**src/rtl/draw_sequencer.sv**
```systemverilog
// Frame draw scheduler: grants sprite drawers one at a time in ascending index
// order and muxes the granted drawer's pixels onto the VGA port.
// Optional watchdog: define DRAW_SEQ_WATCHDOG_EN.
module draw_sequencer #(
  parameter int NUM_SRC = 5,
  parameter int TIMEOUT = 64
) (
  input  logic                 clk,
  input  logic                 reset,
  input  logic                 frame_tick,
  input  logic [NUM_SRC-1:0]   src_enable,
  input  logic [NUM_SRC-1:0]   src_done,
  input  logic [8*NUM_SRC-1:0] src_x,
  input  logic [7*NUM_SRC-1:0] src_y,
  input  logic [3*NUM_SRC-1:0] src_colour,
  output logic [NUM_SRC-1:0]   draw_req,
  output logic [7:0]           vga_x,
  output logic [6:0]           vga_y,
  output logic [2:0]           vga_colour,
  output logic                 plot,
  output logic                 busy,
  output logic                 frame_done,
  output logic                 frame_overrun,
  output logic                 timeout_err
);

  localparam int IW = (NUM_SRC > 1) ? $clog2(NUM_SRC) : 1;

  typedef enum logic [1:0] {IDLE, DRAW, DONE} state_t;

  state_t             state_reg, state_next;
  logic [IW-1:0]      cur_reg, cur_next;
  logic [NUM_SRC-1:0] mask_reg, mask_next;
  logic               first_reg, first_next;
  logic               overrun_reg;
  logic               done_hit, wd_fire, advance;
  logic               lo_found, up_found;
  logic [IW-1:0]      lo_idx, up_idx;

  logic [7:0] x_arr [NUM_SRC];
  logic [6:0] y_arr [NUM_SRC];
  logic [2:0] c_arr [NUM_SRC];

  genvar gi;
  generate
    for (gi = 0; gi < NUM_SRC; gi++) begin : g_unpack
      assign x_arr[gi] = src_x[8*gi +: 8];
      assign y_arr[gi] = src_y[7*gi +: 7];
      assign c_arr[gi] = src_colour[3*gi +: 3];
    end
  endgenerate

  // Lowest set bit of the incoming enable, and lowest latched bit above cur.
  always_comb begin
    lo_found = 1'b0;
    lo_idx   = '0;
    up_found = 1'b0;
    up_idx   = '0;
    for (int i = NUM_SRC - 1; i >= 0; i--) begin
      if (src_enable[i]) begin
        lo_found = 1'b1;
        lo_idx   = IW'(i);
      end
      if (mask_reg[i] && (i > int'(cur_reg))) begin
        up_found = 1'b1;
        up_idx   = IW'(i);
      end
    end
  end

  // A done flag during the first grant cycle is left over from a previous pass.
  assign done_hit = (state_reg == DRAW) && !first_reg && src_done[cur_reg];
  assign advance  = done_hit || wd_fire;

`ifdef DRAW_SEQ_WATCHDOG_EN
  localparam int CW = $clog2(TIMEOUT + 1);
  logic [CW-1:0] wd_reg;
  logic          timeout_reg;

  assign wd_fire     = (state_reg == DRAW) && !done_hit && (wd_reg == CW'(TIMEOUT - 1));
  assign timeout_err = timeout_reg;

  always_ff @(posedge clk) begin
    if (reset) begin
      wd_reg      <= '0;
      timeout_reg <= 1'b0;
    end else begin
      if (state_next == DRAW && first_next)
        wd_reg <= '0;
      else if (state_reg == DRAW)
        wd_reg <= wd_reg + 1'b1;
      if (wd_fire)
        timeout_reg <= 1'b1;
    end
  end
`else
  assign wd_fire     = 1'b0;
  assign timeout_err = 1'b0;
`endif

  always_comb begin
    state_next = state_reg;
    cur_next   = cur_reg;
    mask_next  = mask_reg;
    first_next = 1'b0;
    case (state_reg)
      IDLE: begin
        if (frame_tick) begin
          mask_next = src_enable;
          if (lo_found) begin
            cur_next   = lo_idx;
            first_next = 1'b1;
            state_next = DRAW;
          end else begin
            state_next = DONE;
          end
        end
      end
      DRAW: begin
        if (advance) begin
          if (up_found) begin
            cur_next   = up_idx;
            first_next = 1'b1;
          end else begin
            state_next = DONE;
          end
        end
      end
      DONE:    state_next = IDLE;
      default: state_next = IDLE;
    endcase
  end

  always_ff @(posedge clk) begin
    if (reset) begin
      state_reg   <= IDLE;
      cur_reg     <= '0;
      mask_reg    <= '0;
      first_reg   <= 1'b0;
      overrun_reg <= 1'b0;
    end else begin
      state_reg <= state_next;
      cur_reg   <= cur_next;
      mask_reg  <= mask_next;
      first_reg <= first_next;
      if (frame_tick && state_reg != IDLE)
        overrun_reg <= 1'b1;
    end
  end

  assign busy          = (state_reg != IDLE);
  assign frame_done    = (state_reg == DONE);
  assign frame_overrun = overrun_reg;
  assign plot          = (state_reg == DRAW) && !first_reg && !wd_fire;
  assign draw_req      = (state_reg == DRAW) ? (NUM_SRC'(1) << cur_reg) : '0;
  assign vga_x         = plot ? x_arr[cur_reg] : 8'd0;
  assign vga_y         = plot ? y_arr[cur_reg] : 7'd0;
  assign vga_colour    = plot ? c_arr[cur_reg] : 3'd0;

endmodule

```
**config.mk**
```make
export PLATFORM = sky130hd
export DESIGN_NAME = draw_sequencer
export DESIGN_NICKNAME = d
export VERILOG_FILES = /design/src/rtl/draw_sequencer.sv
export SDC_FILE = /design/constraint.sdc
export NUM_CORES = 1
export LEC_CHECK = 0
export ABC_AREA = 1
export ABC_CLOCK_PERIOD_IN_PS = 1300
export BUFFER_PORTS_ARGS = -buffer_cell sky130_fd_sc_hd__buf_2
export CAP_MARGIN = 20
export CORE_ASPECT_RATIO = 1.2
export CORE_MARGIN = 2
export CORE_UTILIZATION = 35
export DETAILED_ROUTE_END_ITERATION = 8
export MAX_ROUTING_LAYER = met4
export PLACE_DENSITY = 0.77
export SLEW_MARGIN = 20
export SYNTH_ARGS = -nofsm -noshare
export SYNTH_HDL_FRONTEND = slang
export SYNTH_SLANG_ARGS = --single-unit
```
**constraint.sdc**
```tcl
create_clock -name clk -period 1.3 [get_ports clk]
set_clock_uncertainty 0.05 [all_clocks]
set_input_delay 0.195 -clock clk [delete_from_list [all_inputs] [get_ports clk]]
set_output_delay 0.195 -clock clk [all_outputs]
set_load 0.05 [all_outputs]
```
==> flow_summary.yaml <==
finish:
  drive_gt1_frac: 0.605
  largest_reg_flops: 4
  antenna_cells: 0
  syn_to_final_growth_pct: 97.4
  fillers: 338
  layout_common_cells: "103 x buf_2, 71 x nand2_1, 41 x nand3_1"
  fin_area_um2: 3060
  nets: 514
  layout_commonest_cell: "buf_2"
yosys:
  synth-seq-cells: 11
  ys_types: 28
  synth_edf_count: 0
  yosysTopAreaCell: "nand2_1"
  synth.area.top_cells: "nand2_1 18%, dfxtp_1 14%, nand3_1 14%, a21oi_1 8.4%, a22oi_2 8.1%"
  syn_area_um2: 1550
  avgSynthCellArea_um2: 6.09
  yosys_most_used_dff: "dfxtp_1"
  postSynthCellCount: 254
  ys_async_sr_fraction: 0
  yosys.area.top_type_share: 0.179
  yosysSeqAreaShare: 0.142
  syn_nets: 357
  ys.warnings.count: 0
clocking:
  clk_pin_slew_ps: 50
  clkSinkCount: 11
  cts_tree: "yes"
  clock_latency_ps: 240
  cts_htree_levels: 1
  ctsHoldBuffers: 0
  numCtsBuffers: 3
  root_buffer: "clkbuf_8"
  cts_max_path_buffers: 2
pwr:
  p_per_area_nw_per_um2: 1300
  seq_power_share: 0.118
  vdd_ir_drop_max_mv: 0.887
  p_leak_nw: 1.44
  clkPwrFrac: 0.088
  combPwrFrac: 0.794
  netSwitchingPower_mw: 2.03
  internal_power_mw: 1.94
  swShare: 0.511
worst_setup_path:
  cp_slowest_cell: "dfxtp_4"
  crit_type: "register to output port"
  cp-end-kind: "output port"
  critical_path.top_delay_family: "buffers and inverters"
  crit_buf_inv: 3
  crit_cells: 8
  crit_required_ps: 1050
  timing.rr.start: "cur_reg[0]"
  rrSetupSlack_ps: -270
  cp_slowest_stage_delay_ps: 360
  worst_r2r_endpoint: "cur_reg[0]"
  crit_path_max_fanout: 13
  start_kind: "register"
  crit_top_cell: "buf_6"
  crit_chain: "buf_6, nor2_8, buf_12, a22oi_1, nand3_1, nand2_1, a21oi_2, buf_6"
  r2r_cells: 10
  cp.arrival_ps: 1540
global_route:
  grt_pass1_vias: 2290
  grt_overflow: 0
  grt_use_total: 0.244
  antenna_found_initial: 0
  grt_max_degree: 26
  grt_pass1_wl_um: 9650
floorplan:
  num_rows: 26
  die_area_um2: 4970
  core_area_um2: 4260
  pin_count: 131
  start_util: 0.363
  die_h_um: 76.8
  die_w_um: 64.7
sta:
  worst_slack_ps: -485
  fin_crit_sh: 1.37
  slew_violations: 0
  tns_ps: -11280
  finalHoldViolations: 0
  setup_viol: 31
  finalCriticalPeriod_ps: 1780
  rsz0062_at_grt: "true"
  max_freq_ghz: 0.560
drt:
  wire_per_inst_um: 13.2
  ant_nets: 0
  drtPass1Iterations: 4
  drc: 0
  viasPerCell: 5.06
  vias: 2360
  wirelength_um: 6170
  first_iter_violations: 119
worst_hold_path:
  hp-class: "input pin to register"
  holdPathEnd: "state_reg[0]"
  hp-start: "reset"
  whs_path_depth: 2
status:
  failed_checks: "negative setup slack"
  outcome: "complete, but fails checks"
placement:
  hpwl_um: 4560
  gp_congestion: 0.890
  port_buffers: 129
  placedInstanceArea_um2: 2650
job:
  cap_violations: 0
worst reg2reg max path: stages, from the launching register on:
cell and delay (ps):
dfxtp_4 370, nor2_4 150, inv_2 90, nor2_8 130, buf_6 140, buf_4 110, nand2_4 40, nand2_4 80
nand3_4 120, a21oi_2 140, nor2_1 50
metal layers:
layer  GRT usage  wire [µm]  part of all wire  up-vias
li1            -          -                 -     1171
met1       0.240       2300              0.37     1067
met2       0.492       3430              0.56      112
met3      0.0220        351             0.057       10
met4      0.0617         85             0.014        0
met5           -          0                 0        -
worst max path at each step:
stage                 start             to  slack, ps
2_1_floorplan  state_reg[1]  vga_colour[0]       -440
6_report         cur_reg[1]       vga_y[2]       -480
3_3_place_gp     cur_reg[1]       vga_x[2]       -330
5_1_grt          cur_reg[1]       vga_y[4]       -560
3_5_place_dp     cur_reg[1]       vga_x[5]       -360
4_1_cts          cur_reg[1]       vga_y[0]       -470
synth_stat cells (3+ instances only):
cell      n
buf_2     5
nand2_1  74
nand2_2   5
buf_6     4
inv_2     4
nand3_1  43
nor2_1   17
buf_4     3
nor3_1    3
o21ai_0  10
dfxtp_1  11
a22oi_1   8
a22oi_2  10
a21oi_1  26
inv_1    11
power groups by stage:
stage	Clock (mW)	Combinational (mW)	Sequential, mW
6_report	0.350	3.16	0.468
5_1_grt	0.374	3.38	0.476
4_1_cts	0.349	3.04	0.469
3_5_place_dp	0	2.68	0.462
3_3_place_gp	0	2.66	0.459
2_1_floorplan	0	1.97	0.470
final cells by class:
type / count / area [µm²] / area share
Tap cell: 56 / 70.1 / 0.0229
Multi-Input combinational cell: 212 / 1420 / 0.465
Inverter: 17 / 73.8 / 0.0242
Sequential cell: 11 / 231 / 0.0758
Clock buffer: 4 / 45.0 / 0.0147
Timing Repair Buffer: 166 / 1210 / 0.397
stage by stage:
step / power (mW) / utilization / worst slack [ps] / cells / hold slack, ps
6_report: 3.98 / 0.717 / -485 / 466 / 141
5_1_grt: 4.23 / 0.717 / -557 / 466 / 158
4_1_cts: 3.86 / 0.698 / -473 / 461 / 131
3_5_place_dp: 3.14 / 0.622 / -364 / 453 / 385
3_3_place_gp: 3.12 / 0.622 / -331 / 453 / 380
2_1_floorplan: 2.44 / - / -437 / 254 / 204
cells by family (layout without fill, tap and decap cells):
family / count (synthesis) / in the layout / synth area share
buffers and inverters: 31 / 187 / 0.109
other: 1 / 1 / 0.00242
AO/OA/AOI/OAI: 55 / 55 / 0.240
AND/OR/NAND/NOR: 156 / 156 / 0.506
flip-flops: 11 / 11 / 0.142
timing repair:
| item | CTS | global route |
|---|---|---|
| buffers inserted | 4 | 5 |
| pin swaps | 8 | 3 |
| cloned | 0 | 0 |
| setup endpoints to repair | 32 | 32 |
| gates resized for setup | 80 | 7 |
Note: power is estimated with default switching activity, not from simulation.
